[src/rtl/apb_master_arbiter_pkg.sv]
// -----------------------------------------------------------------------------
// apb_master_arbiter_pkg
// Shared constants and types for the APB master arbiter slice.
//   ADDR_WIDTH / DATA_WIDTH / PSTRB_WIDTH : default APB bus geometry
//   NUM_SLAVES                            : number of PSEL lines
//   apb_mst_state_e                       : APB phase of the master FSM
//   slave_sel()                           : two address bits -> one-hot PSEL
// -----------------------------------------------------------------------------
package apb_master_arbiter_pkg;

    localparam int ADDR_WIDTH  = 32;
    localparam int DATA_WIDTH  = 32;
    localparam int PSTRB_WIDTH = DATA_WIDTH / 8;
    localparam int NUM_SLAVES  = 4;

    typedef enum logic [1:0] {
        MST_IDLE   = 2'd0,
        MST_SETUP  = 2'd1,
        MST_ACCESS = 2'd2
    } apb_mst_state_e;

    // The top two address bits pick one of four slaves.
    function automatic logic [NUM_SLAVES-1:0] slave_sel(input logic [1:0] code);
        case (code)
            2'd0:    slave_sel = 4'b0001;
            2'd1:    slave_sel = 4'b0010;
            2'd2:    slave_sel = 4'b0100;
            2'd3:    slave_sel = 4'b1000;
            default: slave_sel = 4'b0000;
        endcase
    endfunction

endpackage

[src/rtl/apb_master_arbiter_if.sv]
// -----------------------------------------------------------------------------
// apb_master_arbiter_if
// Bundles the requester-side handshake and the APB bus of the arbiter.
//   requester side : req_valid/addr/write/wdata/strb/prot in,
//                    req_ack, resp_valid, resp_rdata, resp_err out
//   APB side       : PADDR, PPROT, PSEL, PENABLE, PWRITE, PWDATA, PSTRB out,
//                    PRDATA, PREADY, PSLVERR in
// Modport master is the arbiter's view; modport slave is the environment's.
// -----------------------------------------------------------------------------
interface apb_master_arbiter_if #(
    parameter int NUM_REQ    = 2,
    parameter int ADDR_WIDTH = apb_master_arbiter_pkg::ADDR_WIDTH,
    parameter int DATA_WIDTH = apb_master_arbiter_pkg::DATA_WIDTH
);
    localparam int PSTRB_WIDTH = DATA_WIDTH / 8;

    logic [NUM_REQ-1:0]             req_valid;
    logic [NUM_REQ*ADDR_WIDTH-1:0]  req_addr;
    logic [NUM_REQ-1:0]             req_write;
    logic [NUM_REQ*DATA_WIDTH-1:0]  req_wdata;
    logic [NUM_REQ*PSTRB_WIDTH-1:0] req_strb;
    logic [NUM_REQ*3-1:0]           req_prot;
    logic [NUM_REQ-1:0]             req_ack;
    logic [NUM_REQ-1:0]             resp_valid;
    logic [DATA_WIDTH-1:0]          resp_rdata;
    logic                           resp_err;

    logic [ADDR_WIDTH-1:0]          PADDR;
    logic [2:0]                     PPROT;
    logic [3:0]                     PSEL;
    logic                           PENABLE;
    logic                           PWRITE;
    logic [DATA_WIDTH-1:0]          PWDATA;
    logic [PSTRB_WIDTH-1:0]         PSTRB;
    logic [DATA_WIDTH-1:0]          PRDATA;
    logic                           PREADY;
    logic                           PSLVERR;

    modport master (
        input  req_valid, req_addr, req_write, req_wdata, req_strb, req_prot,
        output req_ack, resp_valid, resp_rdata, resp_err,
        output PADDR, PPROT, PSEL, PENABLE, PWRITE, PWDATA, PSTRB,
        input  PRDATA, PREADY, PSLVERR
    );

    modport slave (
        output req_valid, req_addr, req_write, req_wdata, req_strb, req_prot,
        input  req_ack, resp_valid, resp_rdata, resp_err,
        input  PADDR, PPROT, PSEL, PENABLE, PWRITE, PWDATA, PSTRB,
        output PRDATA, PREADY, PSLVERR
    );

endinterface

[src/rtl/apb_master_arbiter_rr_arbiter.sv]
// -----------------------------------------------------------------------------
// apb_rr_arbiter
// Combinational round-robin grant. The search starts one above rr_ptr_i and
// wraps, so the last winner has the lowest priority.
//   req_valid_i : request vector
//   rr_ptr_i    : index of the last granted requester
//   grant_o     : one-hot grant
//   grant_idx_o : index of the granted requester
//   grant_any_o : at least one request is pending
// -----------------------------------------------------------------------------
module apb_rr_arbiter #(
    parameter int NUM_REQ = 2,
    parameter int IDXW    = $clog2(NUM_REQ)
) (
    input  logic [NUM_REQ-1:0] req_valid_i,
    input  logic [IDXW-1:0]    rr_ptr_i,
    output logic [NUM_REQ-1:0] grant_o,
    output logic [IDXW-1:0]    grant_idx_o,
    output logic               grant_any_o
);

    int cand_s;

    // First pending requester found walking upward from rr_ptr_i + 1.
    always_comb begin
        grant_o     = '0;
        grant_idx_o = '0;
        grant_any_o = 1'b0;
        cand_s      = 0;
        for (int i = 1; i <= NUM_REQ; i++) begin
            cand_s = (int'(rr_ptr_i) + i) % NUM_REQ;
            if (!grant_any_o && req_valid_i[cand_s[IDXW-1:0]]) begin
                grant_any_o                  = 1'b1;
                grant_o[cand_s[IDXW-1:0]]    = 1'b1;
                grant_idx_o                  = cand_s[IDXW-1:0];
            end else begin
                grant_any_o = grant_any_o;
            end
        end
    end

endmodule

[src/rtl/apb_master_arbiter.sv]
// -----------------------------------------------------------------------------
// apb_master_arbiter
// APB master shared by NUM_REQ requesters. Round-robin arbitration in IDLE,
// then one SETUP cycle and an ACCESS phase held until PREADY. Every output is
// a register.
//   PCLK, PRESETn : clock, asynchronous active-low reset
//   bus (master)  : requester handshake + APB bus, see apb_master_arbiter_if
// Build option: APB_TIMEOUT_EN -- abort ACCESS with an error after
// TIMEOUT_CYCLES cycles without PREADY; otherwise ACCESS waits forever.
// -----------------------------------------------------------------------------
module apb_master_arbiter #(
    parameter int NUM_REQ        = 2,
    parameter int ADDR_WIDTH     = apb_master_arbiter_pkg::ADDR_WIDTH,
    parameter int DATA_WIDTH     = apb_master_arbiter_pkg::DATA_WIDTH,
    parameter int TIMEOUT_CYCLES = 16
) (
    input  logic                  PCLK,
    input  logic                  PRESETn,
    apb_master_arbiter_if.master  bus
);
    import apb_master_arbiter_pkg::*;

    localparam int PSTRB_WIDTH = DATA_WIDTH / 8;
    localparam int IDXW        = $clog2(NUM_REQ);

    apb_mst_state_e          state_q, state_d;
    logic [IDXW-1:0]         rr_ptr_q, rr_ptr_d;
    logic [IDXW-1:0]         gidx_q, gidx_d;
    logic [ADDR_WIDTH-1:0]   paddr_q, paddr_d;
    logic [2:0]              pprot_q, pprot_d;
    logic [3:0]              psel_q, psel_d;
    logic                    penable_q, penable_d;
    logic                    pwrite_q, pwrite_d;
    logic [DATA_WIDTH-1:0]   pwdata_q, pwdata_d;
    logic [PSTRB_WIDTH-1:0]  pstrb_q, pstrb_d;
    logic [NUM_REQ-1:0]      req_ack_q, req_ack_d;
    logic [NUM_REQ-1:0]      resp_valid_q, resp_valid_d;
    logic [DATA_WIDTH-1:0]   resp_rdata_q, resp_rdata_d;
    logic                    resp_err_q, resp_err_d;

    logic [NUM_REQ-1:0]      grant_s;
    logic [IDXW-1:0]         grant_idx_s;
    logic                    grant_any_s;
    logic [ADDR_WIDTH-1:0]   sel_addr_s;
    logic                    tmo_hit_s;

    apb_rr_arbiter #(.NUM_REQ(NUM_REQ), .IDXW(IDXW)) u_rr_arbiter (
        .req_valid_i (bus.req_valid),
        .rr_ptr_i    (rr_ptr_q),
        .grant_o     (grant_s),
        .grant_idx_o (grant_idx_s),
        .grant_any_o (grant_any_s)
    );

    assign sel_addr_s = bus.req_addr[int'(grant_idx_s)*ADDR_WIDTH +: ADDR_WIDTH];

`ifdef APB_TIMEOUT_EN
    localparam int CNTW = $clog2(TIMEOUT_CYCLES + 1);
    logic [CNTW-1:0] tmo_cnt_q, tmo_cnt_d;

    // Wait counter: cleared entering ACCESS, counts ACCESS cycles without PREADY.
    always_comb begin
        if (state_q == MST_SETUP) begin
            tmo_cnt_d = '0;
        end else if (state_q == MST_ACCESS && !bus.PREADY) begin
            tmo_cnt_d = tmo_cnt_q + {{(CNTW-1){1'b0}}, 1'b1};
        end else begin
            tmo_cnt_d = tmo_cnt_q;
        end
    end

    // Timeout counter register.
    always_ff @(posedge PCLK or negedge PRESETn) begin
        if (!PRESETn) begin
            tmo_cnt_q <= '0;
        end else begin
            tmo_cnt_q <= tmo_cnt_d;
        end
    end

    // Fires on the edge that would bring the counter to TIMEOUT_CYCLES.
    assign tmo_hit_s = (state_q == MST_ACCESS) && !bus.PREADY &&
                       (tmo_cnt_q == CNTW'(TIMEOUT_CYCLES - 1));
`else
    assign tmo_hit_s = 1'b0;
`endif

    // Next state and next values of every registered output.
    always_comb begin
        state_d      = state_q;
        rr_ptr_d     = rr_ptr_q;
        gidx_d       = gidx_q;
        paddr_d      = paddr_q;
        pprot_d      = pprot_q;
        psel_d       = psel_q;
        penable_d    = penable_q;
        pwrite_d     = pwrite_q;
        pwdata_d     = pwdata_q;
        pstrb_d      = pstrb_q;
        req_ack_d    = '0;
        resp_valid_d = '0;
        resp_rdata_d = resp_rdata_q;
        resp_err_d   = resp_err_q;
        case (state_q)
            MST_IDLE: begin
                if (grant_any_s) begin
                    gidx_d    = grant_idx_s;
                    rr_ptr_d  = grant_idx_s;
                    req_ack_d = grant_s;
                    paddr_d   = sel_addr_s;
                    pwrite_d  = bus.req_write[grant_idx_s];
                    pwdata_d  = bus.req_wdata[int'(grant_idx_s)*DATA_WIDTH +: DATA_WIDTH];
                    pprot_d   = bus.req_prot[int'(grant_idx_s)*3 +: 3];
                    // Strobes carry no meaning on reads and are driven low.
                    pstrb_d   = bus.req_write[grant_idx_s] ?
                                bus.req_strb[int'(grant_idx_s)*PSTRB_WIDTH +: PSTRB_WIDTH] :
                                {PSTRB_WIDTH{1'b0}};
                    psel_d    = slave_sel(sel_addr_s[ADDR_WIDTH-1 -: 2]);
                    state_d   = MST_SETUP;
                end else begin
                    state_d   = MST_IDLE;
                end
            end
            MST_SETUP: begin
                penable_d = 1'b1;
                state_d   = MST_ACCESS;
            end
            MST_ACCESS: begin
                // PREADY wins over a timeout on the same edge.
                if (bus.PREADY) begin
                    psel_d               = 4'b0000;
                    penable_d            = 1'b0;
                    resp_valid_d[gidx_q] = 1'b1;
                    resp_err_d           = bus.PSLVERR;
                    resp_rdata_d         = pwrite_q ? {DATA_WIDTH{1'b0}} : bus.PRDATA;
                    state_d              = MST_IDLE;
                end else if (tmo_hit_s) begin
                    psel_d               = 4'b0000;
                    penable_d            = 1'b0;
                    resp_valid_d[gidx_q] = 1'b1;
                    resp_err_d           = 1'b1;
                    resp_rdata_d         = {DATA_WIDTH{1'b0}};
                    state_d              = MST_IDLE;
                end else begin
                    state_d              = MST_ACCESS;
                end
            end
            default: begin
                psel_d    = 4'b0000;
                penable_d = 1'b0;
                state_d   = MST_IDLE;
            end
        endcase
    end

    // State, arbitration pointer and output registers.
    always_ff @(posedge PCLK or negedge PRESETn) begin
        if (!PRESETn) begin
            state_q      <= MST_IDLE;
            rr_ptr_q     <= IDXW'(NUM_REQ - 1);
            gidx_q       <= '0;
            paddr_q      <= '0;
            pprot_q      <= 3'b000;
            psel_q       <= 4'b0000;
            penable_q    <= 1'b0;
            pwrite_q     <= 1'b0;
            pwdata_q     <= '0;
            pstrb_q      <= '0;
            req_ack_q    <= '0;
            resp_valid_q <= '0;
            resp_rdata_q <= '0;
            resp_err_q   <= 1'b0;
        end else begin
            state_q      <= state_d;
            rr_ptr_q     <= rr_ptr_d;
            gidx_q       <= gidx_d;
            paddr_q      <= paddr_d;
            pprot_q      <= pprot_d;
            psel_q       <= psel_d;
            penable_q    <= penable_d;
            pwrite_q     <= pwrite_d;
            pwdata_q     <= pwdata_d;
            pstrb_q      <= pstrb_d;
            req_ack_q    <= req_ack_d;
            resp_valid_q <= resp_valid_d;
            resp_rdata_q <= resp_rdata_d;
            resp_err_q   <= resp_err_d;
        end
    end

    assign bus.PADDR      = paddr_q;
    assign bus.PPROT      = pprot_q;
    assign bus.PSEL       = psel_q;
    assign bus.PENABLE    = penable_q;
    assign bus.PWRITE     = pwrite_q;
    assign bus.PWDATA     = pwdata_q;
    assign bus.PSTRB      = pstrb_q;
    assign bus.req_ack    = req_ack_q;
    assign bus.resp_valid = resp_valid_q;
    assign bus.resp_rdata = resp_rdata_q;
    assign bus.resp_err   = resp_err_q;

endmodule

[src/flat_wrapper.sv]
// flat-port wrapper written by rule: the top's interface ports become plain ports
module apb_master_arbiter_flat import apb_master_arbiter_pkg::*;
#(
    parameter int NUM_REQ        = 2,
    parameter int ADDR_WIDTH     = apb_master_arbiter_pkg::ADDR_WIDTH,
    parameter int DATA_WIDTH     = apb_master_arbiter_pkg::DATA_WIDTH,
    parameter int TIMEOUT_CYCLES = 16
)
  (PCLK, PRESETn, bus_req_valid, bus_req_addr, bus_req_write, bus_req_wdata, bus_req_strb, bus_req_prot, bus_req_ack, bus_resp_valid, bus_resp_rdata, bus_resp_err, bus_PADDR, bus_PPROT, bus_PSEL, bus_PENABLE, bus_PWRITE, bus_PWDATA, bus_PSTRB, bus_PRDATA, bus_PREADY, bus_PSLVERR);
  apb_master_arbiter_if #(.NUM_REQ(NUM_REQ), .ADDR_WIDTH(ADDR_WIDTH), .DATA_WIDTH(DATA_WIDTH)) bus_i ();
  input  logic PCLK;
  input  logic PRESETn;
  input wire logic [$bits(bus_i.req_valid)-1:0] bus_req_valid;
  input wire logic [$bits(bus_i.req_addr)-1:0] bus_req_addr;
  input wire logic [$bits(bus_i.req_write)-1:0] bus_req_write;
  input wire logic [$bits(bus_i.req_wdata)-1:0] bus_req_wdata;
  input wire logic [$bits(bus_i.req_strb)-1:0] bus_req_strb;
  input wire logic [$bits(bus_i.req_prot)-1:0] bus_req_prot;
  output wire logic [$bits(bus_i.req_ack)-1:0] bus_req_ack;
  output wire logic [$bits(bus_i.resp_valid)-1:0] bus_resp_valid;
  output wire logic [$bits(bus_i.resp_rdata)-1:0] bus_resp_rdata;
  output wire logic [$bits(bus_i.resp_err)-1:0] bus_resp_err;
  output wire logic [$bits(bus_i.PADDR)-1:0] bus_PADDR;
  output wire logic [$bits(bus_i.PPROT)-1:0] bus_PPROT;
  output wire logic [$bits(bus_i.PSEL)-1:0] bus_PSEL;
  output wire logic [$bits(bus_i.PENABLE)-1:0] bus_PENABLE;
  output wire logic [$bits(bus_i.PWRITE)-1:0] bus_PWRITE;
  output wire logic [$bits(bus_i.PWDATA)-1:0] bus_PWDATA;
  output wire logic [$bits(bus_i.PSTRB)-1:0] bus_PSTRB;
  input wire logic [$bits(bus_i.PRDATA)-1:0] bus_PRDATA;
  input wire logic [$bits(bus_i.PREADY)-1:0] bus_PREADY;
  input wire logic [$bits(bus_i.PSLVERR)-1:0] bus_PSLVERR;
  assign bus_i.req_valid = bus_req_valid;
  assign bus_i.req_addr = bus_req_addr;
  assign bus_i.req_write = bus_req_write;
  assign bus_i.req_wdata = bus_req_wdata;
  assign bus_i.req_strb = bus_req_strb;
  assign bus_i.req_prot = bus_req_prot;
  assign bus_req_ack = bus_i.req_ack;
  assign bus_resp_valid = bus_i.resp_valid;
  assign bus_resp_rdata = bus_i.resp_rdata;
  assign bus_resp_err = bus_i.resp_err;
  assign bus_PADDR = bus_i.PADDR;
  assign bus_PPROT = bus_i.PPROT;
  assign bus_PSEL = bus_i.PSEL;
  assign bus_PENABLE = bus_i.PENABLE;
  assign bus_PWRITE = bus_i.PWRITE;
  assign bus_PWDATA = bus_i.PWDATA;
  assign bus_PSTRB = bus_i.PSTRB;
  assign bus_i.PRDATA = bus_PRDATA;
  assign bus_i.PREADY = bus_PREADY;
  assign bus_i.PSLVERR = bus_PSLVERR;
  apb_master_arbiter #(.NUM_REQ(NUM_REQ), .ADDR_WIDTH(ADDR_WIDTH), .DATA_WIDTH(DATA_WIDTH), .TIMEOUT_CYCLES(TIMEOUT_CYCLES)) u_core (.PCLK(PCLK), .PRESETn(PRESETn), .bus(bus_i));
endmodule
[config.mk]
export PLATFORM = sky130hd
export DESIGN_NAME = apb_master_arbiter_flat
export DESIGN_NICKNAME = d
export VERILOG_FILES = /design/src/rtl/apb_master_arbiter_pkg.sv /design/src/rtl/apb_master_arbiter_if.sv /design/src/rtl/apb_master_arbiter_rr_arbiter.sv /design/src/rtl/apb_master_arbiter.sv /design/src/flat_wrapper.sv
export SDC_FILE = /design/constraint.sdc
export NUM_CORES = 1
export LEC_CHECK = 0
export CORE_MARGIN = 3
export CORE_UTILIZATION = 39
export DETAILED_ROUTE_END_ITERATION = 12
export MAX_ROUTING_LAYER = met4
export PLACE_DENSITY = 0.86
export SETUP_SLACK_MARGIN = 0.1
export SYNTH_ARGS = -nofsm -noshare
export SYNTH_HDL_FRONTEND = slang
export SYNTH_SLANG_ARGS = --single-unit
export TNS_END_PERCENT = 50
[constraint.sdc]
create_clock -name PCLK -period 2.1 [get_ports PCLK]
set_clock_uncertainty 0.1 [all_clocks]
set_input_delay 0.525 -clock PCLK [delete_from_list [all_inputs] [get_ports PCLK]]
set_output_delay 0.525 -clock PCLK [all_outputs]
set_load 0.05 [all_outputs]
==> results.cfg, run 1 <==
[run_status]
status = finished clean

[clocking]
clockRootBuffer = clkbuf_16
cts.path.max_buffers = 2
cts_buffers = 17
cts_max_level = 4
clk_pin_slew_ns = 0.06
insertion_delay_ns = 0.40
cts_sinks = 118
post_cts_resized = 0
cts_tree = yes

[routing]
viasPerCell = 5.11
wirelength_mm = 17.8
drtIter0Drc = 233
antenna_left = 0
wl_per_cell_um = 17.8
vias = 5116
drt_pass1_iterations = 4
remaining_drc_errors = 0

[sta]
slew_headroom_pct = 74.9
hold_viol_final = 0
fmax_mhz = 580
fin_crit_ns = 1.72
worst_pin_slew_ns = 0.375
rsz0062_at_grt = no
setup_viol = 0
holdWs_ns = 0.333
setup_ws_ns = 0.377
finalMaxSlewViolations = 0
period_share_pct = 82.0

[synthesis]
syn-num-nets = 698
synth_seq_area_share_pct = 54.6
syn_inst = 516
synth_area_um2 = 5420
ys_warn_count = 0
synth-seq-cells = 118
async_flop_share_pct = 100
yosys_most_used_dff = dfrtp_1
synth.distinct_cells = 31
synth_edf_count = 0
syn_avg_cell_area_um2 = 10.5

[floorplanning]
die_h_um = 124
core_area_um2 = 13400
row_count = 42
pin_count = 296
start_util_pct = 40.4
dieWidth_um = 124
die-area_um2 = 15300

[placed_design]
dp_hpwl_mm = 13.4
placed_area_um2 = 8410
place_congestion = 0.808
dpl_worst_slack_ns = -0.0287
io_buffers = 295

[worst_setup_path]
worstSetupEndpointType = flip-flop
startpoint = bus_req_valid[1]
r2r_slack_ns = 0.43
worstSetupPathType = in -> reg
critPathArrivalTime_ns = 1.90
ff2ff_path_depth = 4
r2r_start = u_core.state_q[0]
cp_max_fo = 16
required_ns = 2.27
start_kind = primary input
r2r_end = u_core.bus.PWDATA[13]

[global_routing]
grt.total_usage_pct = 23.1
antenna_found_initial = 0
grt_max_degree = 61
grt_pass1_vias = 5449
grt_pass1_wl_mm = 26.8
overflow = 0

[worst_hold_path]
hold_path_end = u_core.bus.resp_valid[0]
worstHoldStart = u_core.gidx_q
hold_class = reg -> reg
min_path_cells = 1

[layout]
fin_nets = 996
regArea_um2 = 2950
multi_input_area_um2 = 2210
fillers = 993
syn2layout_area_growth_pct = 66.9
num_antenna_cells = 0
fin_area_um2 = 9040
drive_gt1_share_pct = 21.3

[power]
powerDensity_nw_per_um2 = 1730
vdd_drop_max_mv = 1.08
p_leak_nw = 4.05

[run]
drv_cap = 0
## cell usage after synthesis (all sizes together), types with 2 or more instances
library cell | number | share of area (%)
and2 | 5 | 0.58
nand4 | 3 | 0.35
buf | 15 | 2.7
dfrtp | 117 | 54
inv | 8 | 0.55
mux2i | 75 | 14
nand2 | 34 | 2.4
nor2b | 2 | 0.23
o32ai | 2 | 0.32
nand2b | 34 | 3.9
o21ai | 172 | 16
o221ai | 2 | 0.32
nor2 | 6 | 0.42
clkbuf | 26 | 1.8
o2bb2ai | 4 | 0.65
## worst max-delay path, cell delays in order
cell	delay, ns
clkdlybuf4s50_1	0.48
a21boi_4	0.18
buf_4	0.21
buf_12	0.19
mux2i_1	0.22
o21ai_1	0.09
## cell usage in the layout, fill, tap and decap left out
cell / netlist / routed
o22ai_1: 1 / 1
dfstp_2: 1 / 1
clkbuf_16: 0 / 17
o21ai_0: 120 / 120
a21oi_1: 1 / 1
o21ai_4: 0 / 1
dfrtp_1: 117 / 117
buf_4: 3 / 127
o2bb2ai_1: 4 / 4
nand4_1: 3 / 3
dlygate4sd3_1: 0 / 1
bufinv_16: 0 / 3
o221ai_1: 2 / 2
nor2_1: 6 / 5
and3_1: 1 / 1
mux2i_1: 75 / 75
clkinv_2: 0 / 2
clkinvlp_4: 0 / 3
mux2_2: 1 / 1
a21boi_4: 0 / 1
buf_12: 0 / 12
or2_2: 0 / 1
clkbuf_8: 0 / 3
nor2b_1: 2 / 2
nand2b_1: 34 / 34
clkdlybuf4s50_1: 0 / 180
nor2_4: 0 / 1
nor3b_1: 1 / 1
nand3b_1: 1 / 1
inv_1: 8 / 8
o22a_1: 1 / 1
inv_6: 0 / 1
o32ai_1: 2 / 2
o21ai_1: 51 / 51
clkinv_4: 0 / 2
o21a_1: 1 / 1
nand2_1: 34 / 34
and2_1: 5 / 5
## state kept, by name, indices dropped and copies added, names as in the netlist, 2 cells and up
| signal | count |
|---|---|
| u_core.bus.req_ack | 2 |
| u_core.bus.PADDR | 32 |
| u_core.state_q | 2 |
| u_core.bus.resp_valid | 2 |
| u_core.bus.PSEL | 4 |
| u_core.bus.resp_rdata | 32 |
| u_core.bus.PSTRB | 4 |
| u_core.bus.PWDATA | 32 |
| u_core.bus.PPROT | 3 |
## stage by stage
| step | util, % | cells | setup TNS [ns] | power, mW |
|---|---|---|---|---|
| final | 67.4 | 1002 | 0 | 15.7 |
| after detailed placement | 62.8 | 970 | -0.0557 | 12.8 |
| after global placement | 62.8 | 970 | 0 | 12.5 |
| after floorplan | - | 516 | 0 | 9.57 |
| after CTS | 67.4 | 1002 | 0 | 15.8 |
| after global routing | 67.4 | 1002 | 0 | 16.5 |
## layout make-up
cell class | instances | area share, %
flip-flops and latches | 118 | 32.7
inverters | 8 | 0.332
repair buffers | 320 | 33.3
multi-input cells | 349 | 24.5
clock inverters | 11 | 1.65
well taps | 176 | 2.44
clock buffers | 20 | 5.16
## where the power goes
group | switching, mW | internal, mW | total (mW)
logic | 5.87 | 2.77 | 8.65
registers | 0.643 | 3.38 | 4.02
clock network | 1.04 | 1.96 | 3.00
total | 7.56 | 8.11 | 15.7
## routing by layer
| layer | up-vias | track usage [%] | share of wire [%] |
|---|---|---|---|
| li1 | 2412 | - | - |
| met1 | 2457 | 25.7 | 39 |
| met3 | 24 | 7.22 | 9.1 |
| met5 | - | - | 0 |
| met4 | 0 | 7.68 | 1.5 |
| met2 | 223 | 39.4 | 51 |
## cells by family (layout without fill, tap and decap cells)
kind of cell,Yosys count,in the layout,synth area share [%]
AO/OA/AOI/OAI,185,185,18.0
buffers and inverters,49,359,5.04
flip-flops,118,118,54.6
multiplexers,76,76,14.1
AND/OR/NAND/NOR,88,88,8.36
## worst max path at each step
stage,end,cells after the start
after CTS,u_core.bus.PADDR[22],6
after detailed placement,u_core.bus.PADDR[8],6
after floorplan,u_core.bus.PWDATA[0],6
final,u_core.bus.PADDR[22],6
after global routing,u_core.bus.PADDR[23],6
after global placement,u_core.bus.PADDR[22],6
## what timing repair did
| action | CTS | global route |
|---|---|---|
| hold buffers | 1 | 0 |
| endpoints found under the hold margin | 2 | 0 |
| setup endpoints to repair | 0 | 0 |
| buffers inserted | 0 | 0 |
Note: power is estimated with default switching activity, not from simulation.
==> run 2, diff against run 1 <==
Clock period 2.1 ns to 1.7 ns, I/O delays scaled along.
==> run 2 against run 1 <==
Compared with the run above: cell area up 17%; global-route usage up 3.5 points; sequential power up 42%; register-to-register slack worse by 0.27 ns; worst hold slack better by 0.0076 ns; cell count up 1.5%; sequential cell count unchanged; clock power up 12%; utilization up 11 points; critical path type is now reg -> out; largest cell class unchanged.
==> results.cfg, run 2 (same netlist as run 1, synthesis figures left out) <==
[run_status]
status = finished clean

[sta]
finalMaxSlewViolations = 0
holdWs_ns = 0.341
period_share_pct = 92.4
setup_viol = 0
rsz0062_at_grt = yes
worst_pin_slew_ns = 0.458
hold_viol_final = 0
slew_headroom_pct = 69.5
tns_ns = 0
fmax_mhz = 637
fin_crit_ns = 1.57

[global_routing]
overflow = 0
grt.total_usage_pct = 26.6
grt_pass1_vias = 5748
grt_pass1_wl_mm = 30.1
grt_max_degree = 55
antenna_found_initial = 1

[routing]
vias = 5333
antenna_left = 0
wl_per_cell_um = 19.5
wl_met3_mm = 2.08
remaining_drc_errors = 0
drt_pass1_iterations = 4
wl_met1_mm = 6.73
wirelength_mm = 19.8
dr_wl_met2_mm = 10.6
highest_layer = met4
viasPerCell = 5.24
drtIter0Drc = 341

[worst_hold_path]
hold_class = reg -> reg

[power]
switching_share_pct = 43.9
power.share.combinational_pct = 61.0
power_frac_clock_pct = 14.4
power.switching_mw = 10.2
seq_power_share_pct = 24.6
p_leak_nw = 4.55
powerDensity_nw_per_um2 = 2210
vdd_drop_max_mv = 1.49
intPower_mw = 13.1

[placed_design]
dp_hpwl_mm = 15.2
io_buffers = 295
dp.cells = 980
place_congestion = 0.780

[worst_setup_path]
required_ns = 1.17
path_cells = buf_12
r2r_slack_ns = 0.16
cp_max_fo = 5
critPathArrivalTime_ns = 1.05
crit_buf_inv = 1
start_kind = flip-flop
worstSetupPathType = reg -> out
critPathTopFamily = flip-flops
critPathMaxStageDelay_ns = 0.47
worstSetupEndpointType = output pin
cp_slowest_cell = dfrtp_1

[run]
drv_cap = 0

[clocking]
clockRootBuffer = clkbuf_16
cts_sinks = 118
clk_pin_slew_ns = 0.06
insertion_delay_ns = 0.39
cts_tree = yes
cts.path.max_buffers = 2
cts_buffers = 17
cts_max_level = 4

[layout]
mostFrequentLayoutCells = 178 x clkdlybuf4s50_1, 124 x buf_12, 116 x dfrtp_1
final_cells = 1017
fin_util_pct = 78.7
drive_gt1_share_pct = 22.7
fillers = 775
regArea_um2 = 2960
multi_input_area_um2 = 2230
fin_nets = 1009
syn2layout_area_growth_pct = 94.7
final_common_cell = clkdlybuf4s50_1

[floorplanning]
die_h_um = 124
start_util_pct = 40.4
row_count = 42
pin_count = 296
die-area_um2 = 15300
dieWidth_um = 124
core_area_um2 = 13400
==> run 2: changes by cell type in the layout (fill, tap and decap cells not counted), moves of 3 or more <==
| cell | delta |
|---|---|
| o21ai_0 | -16 |
| buf_4 | -103 |
| buf_12 | +112 |
| o21ai_1 | +16 |
| clkbuf_1 | +3 |
| buf_6 | +3 |
==> run 2: final timing paths <==
path	cells past startpoint	end	start
max	1	bus_PWRITE	u_core.bus.PWRITE
min	1	u_core.bus.resp_valid[0]	u_core.gidx_q
max reg2reg	5	u_core.bus.PADDR[19]	u_core.rr_ptr_q
min reg2reg	1	u_core.bus.resp_valid[0]	u_core.gidx_q
max in group asynchronous	3	u_core.bus.PWDATA[12]	PRESETn
min in group asynchronous	3	u_core.bus.resp_rdata[18]	PRESETn
==> run 2: what timing repair did <==
item | in CTS | in global routing
endpoints found under the hold margin | 81 | 0
gates cloned | 1 | 0
resized for setup | 4 | 22
setup buffers | 0 | 2
pin swaps | 0 | 1
endpoints found under the setup margin | 42 | 71
hold buffers | 1 | 0
==> run 2: cell type report <==
class / count / share of cell area, %
timing repair buffer: 333 / 43.1
sequential: 118 / 28.0
multi-input combinational: 349 / 21.1
clock buffer: 24 / 4.66
tap: 176 / 2.09
clock inverter: 8 / 0.688
inverter: 8 / 0.285
antenna: 1 / 0.0237
==> run 2: per-stage QoR <==
step / setup WS [ns] / cell area (um^2) / total power [mW]
floorplan: 0.162 / 5420 / 11.8
global placement: -0.315 / 9890 / 19.4
detailed placement: -0.384 / 9890 / 19.8
CTS: 0.0769 / 10500 / 23.3
global route: 0.0809 / 10500 / 24.2
finish: 0.129 / 10500 / 23.3
==> run 2: layer usage <==
metal / global-route usage, % / up-vias
met2: 46.8 / 278
met1: 27.0 / 2581
li1: - / 2436
met4: 9.41 / 0
met5: - / -
met3: 9.95 / 38
==> run 2: power groups by stage <==
stage | clock [mW] | combinational [mW] | sequential [mW]
after detailed placement | 0 | 14.1 | 5.73
final | 3.36 | 14.2 | 5.72
after global routing | 3.54 | 14.8 | 5.85
after CTS | 3.42 | 14.2 | 5.71
after global placement | 0 | 13.8 | 5.62
after floorplan | 0 | 2.45 | 9.37
==> run 3, diff against run 2 <==
Clock period 1.7 ns to 1.5 ns, I/O delays scaled along.
==> run 3 against run 2 <==
Compared with the run above: the flow now finishes with violations (setup timing); via count up 4.6%; clock-buffer cell count up 1; first-iteration DRC count down 16%.
==> results.cfg, run 3 (same netlist as run 1, synthesis figures left out) <==
[worst_setup_path]
start_kind = flip-flop
worstSetupPathType = reg -> reg
r2r_slack_ns = -0.03
required_ns = 1.70
critPathArrivalTime_ns = 1.72
startpoint = u_core.rr_ptr_q
cp_max_fo = 8
ff2ff_path_depth = 6
r2r_start = u_core.rr_ptr_q
endpoint = u_core.bus.PSTRB[1]
r2r_end = u_core.bus.PSTRB[1]
worstSetupEndpointType = flip-flop

[power]
vdd_drop_max_mv = 1.43
powerDensity_nw_per_um2 = 2510
p_leak_nw = 4.83

[routing]
drt_pass1_iterations = 5
wl_per_cell_um = 21.7
drtIter0Drc = 288
wirelength_mm = 22.6
antenna_left = 0
vias = 5580
remaining_drc_errors = 0
viasPerCell = 5.37

[global_routing]
overflow = 0
grt.total_usage_pct = 29.7
antenna_found_initial = 0
grt_pass1_wl_mm = 33.0
grt_max_degree = 42
grt_pass1_vias = 6134

[worst_hold_path]
hold_class = in -> async

[floorplanning]
start_util_pct = 40.4
row_count = 42
dieWidth_um = 124
pin_count = 296
core_area_um2 = 13400
die-area_um2 = 15300
die_h_um = 124

[placed_design]
dp_hpwl_mm = 15.1
dpl_worst_slack_ns = -0.546
dp.cells = 982
io_buffers = 295
place_congestion = 0.811

[run_status]
status = finished, violations left
violations = setup timing

[clocking]
insertion_delay_ns = 0.41
cts_tree = yes
cts_sinks = 118
cts.path.max_buffers = 2
clk_pin_slew_ns = 0.05
cts_max_level = 4
cts_buffers = 17
clockRootBuffer = clkbuf_16

[layout]
fin_nets = 1037
final_common_cell = clkdlybuf4s50_1
drive_gt1_share_pct = 30.7
num_antenna_cells = 0
mostFrequentLayoutCells = 178 x clkdlybuf4s50_1, 130 x buf_12, 115 x dfrtp_1
final_cells = 1040
syn2layout_area_growth_pct = 108

[sta]
period_share_pct = 102
hold_viol_final = 0
worst_pin_slew_ns = 0.330
setup_ws_ns = -0.0278
slew_headroom_pct = 77.9
fin_crit_ns = 1.53
finalMaxSlewViolations = 0
fmax_mhz = 655
rsz0062_at_grt = yes
setup_viol = 5

[run]
drv_cap = 0
[run 3: cell types whose count changed in the layout (fill, tap and decap cells not counted), sizes merged]
| cell | delta |
|---|---|
| buf | +29 |
| bufbuf | -1 |
| clkbuf | +1 |
| clkinv | -2 |
| clkinvlp | -3 |
| diode | -1 |
| dlygate4sd2 | +1 |
| dlymetal6s2s | -1 |
[run 3: layout make-up]
| cell class | instances | area (um^2) |
|---|---|---|
| Clock buffer | 25 | 536 |
| Clock inverter | 3 | 40.0 |
| Fill cell | 681 | 2140 |
| Inverter | 8 | 30.0 |
| Multi-Input combinational cell | 349 | 2470 |
| Sequential cell | 118 | 2960 |
| Tap cell | 176 | 220 |
| Timing Repair Buffer | 361 | 5000 |
[run 3: how the worst min path moves through the flow]
stage                  from                  endpoint  slack (ns)  depth (start not counted)
floorplan           PRESETn       u_core.bus.PADDR[0]       -0.02                          0
global placement    PRESETn  u_core.bus.resp_rdata[0]        0.18                          1
detailed placement  PRESETn  u_core.bus.resp_rdata[0]        0.18                          1
CTS                 PRESETn  u_core.bus.resp_rdata[0]        0.29                          2
global route        PRESETn  u_core.bus.resp_rdata[0]        0.33                          2
finish              PRESETn  u_core.bus.resp_rdata[0]        0.29                          2
[run 3: routing by layer]
metal	global-route usage [%]	share of wire, %	up-vias
met2	52.1	54	293
met3	9.17	9.1	47
met1	31.3	34	2737
li1	-	-	2503
met4	11.8	2.2	0
met5	-	0	-
[run 3: critical path, stage by stage (launching register included)]
cell and delay, ns:
dfstp_2 0.55, a21boi_4 0.07, buf_6 0.14, buf_8 0.13, buf_16 0.15, o21ai_4 0.18
o2bb2ai_1 0.09
[run 3: timing repair]
item | in CTS | in global routing
gates cloned | 10 | 0
resized for setup | 63 | 101
setup endpoints to repair | 198 | 215
pin swaps | 12 | 17
endpoints found under the hold margin | 14 | 0
buffers inserted | 13 | 8
hold buffers | 1 | 0
[run 3: per-stage QoR]
step	cell area [um^2]	hold WS, ns	total power, mW	util, %	setup TNS [ns]
global placement	9910	0.179	22.0	74.0	-36.99
detailed placement	9910	0.184	22.5	74.0	-43.79
finish	11300	0.292	28.2	84.0	-0.0695
global route	11300	0.329	29.2	84.0	-1.44
CTS	11000	0.291	27.7	82.1	-0.253
floorplan	5430	-0.0206	13.4	-	0
[run 3: where the power goes]
part | internal (mW) | total [mW] | switching [mW]
logic | 8.56 | 17.8 | 9.22
clock network | 2.59 | 3.95 | 1.36
registers | 4.75 | 6.51 | 1.76
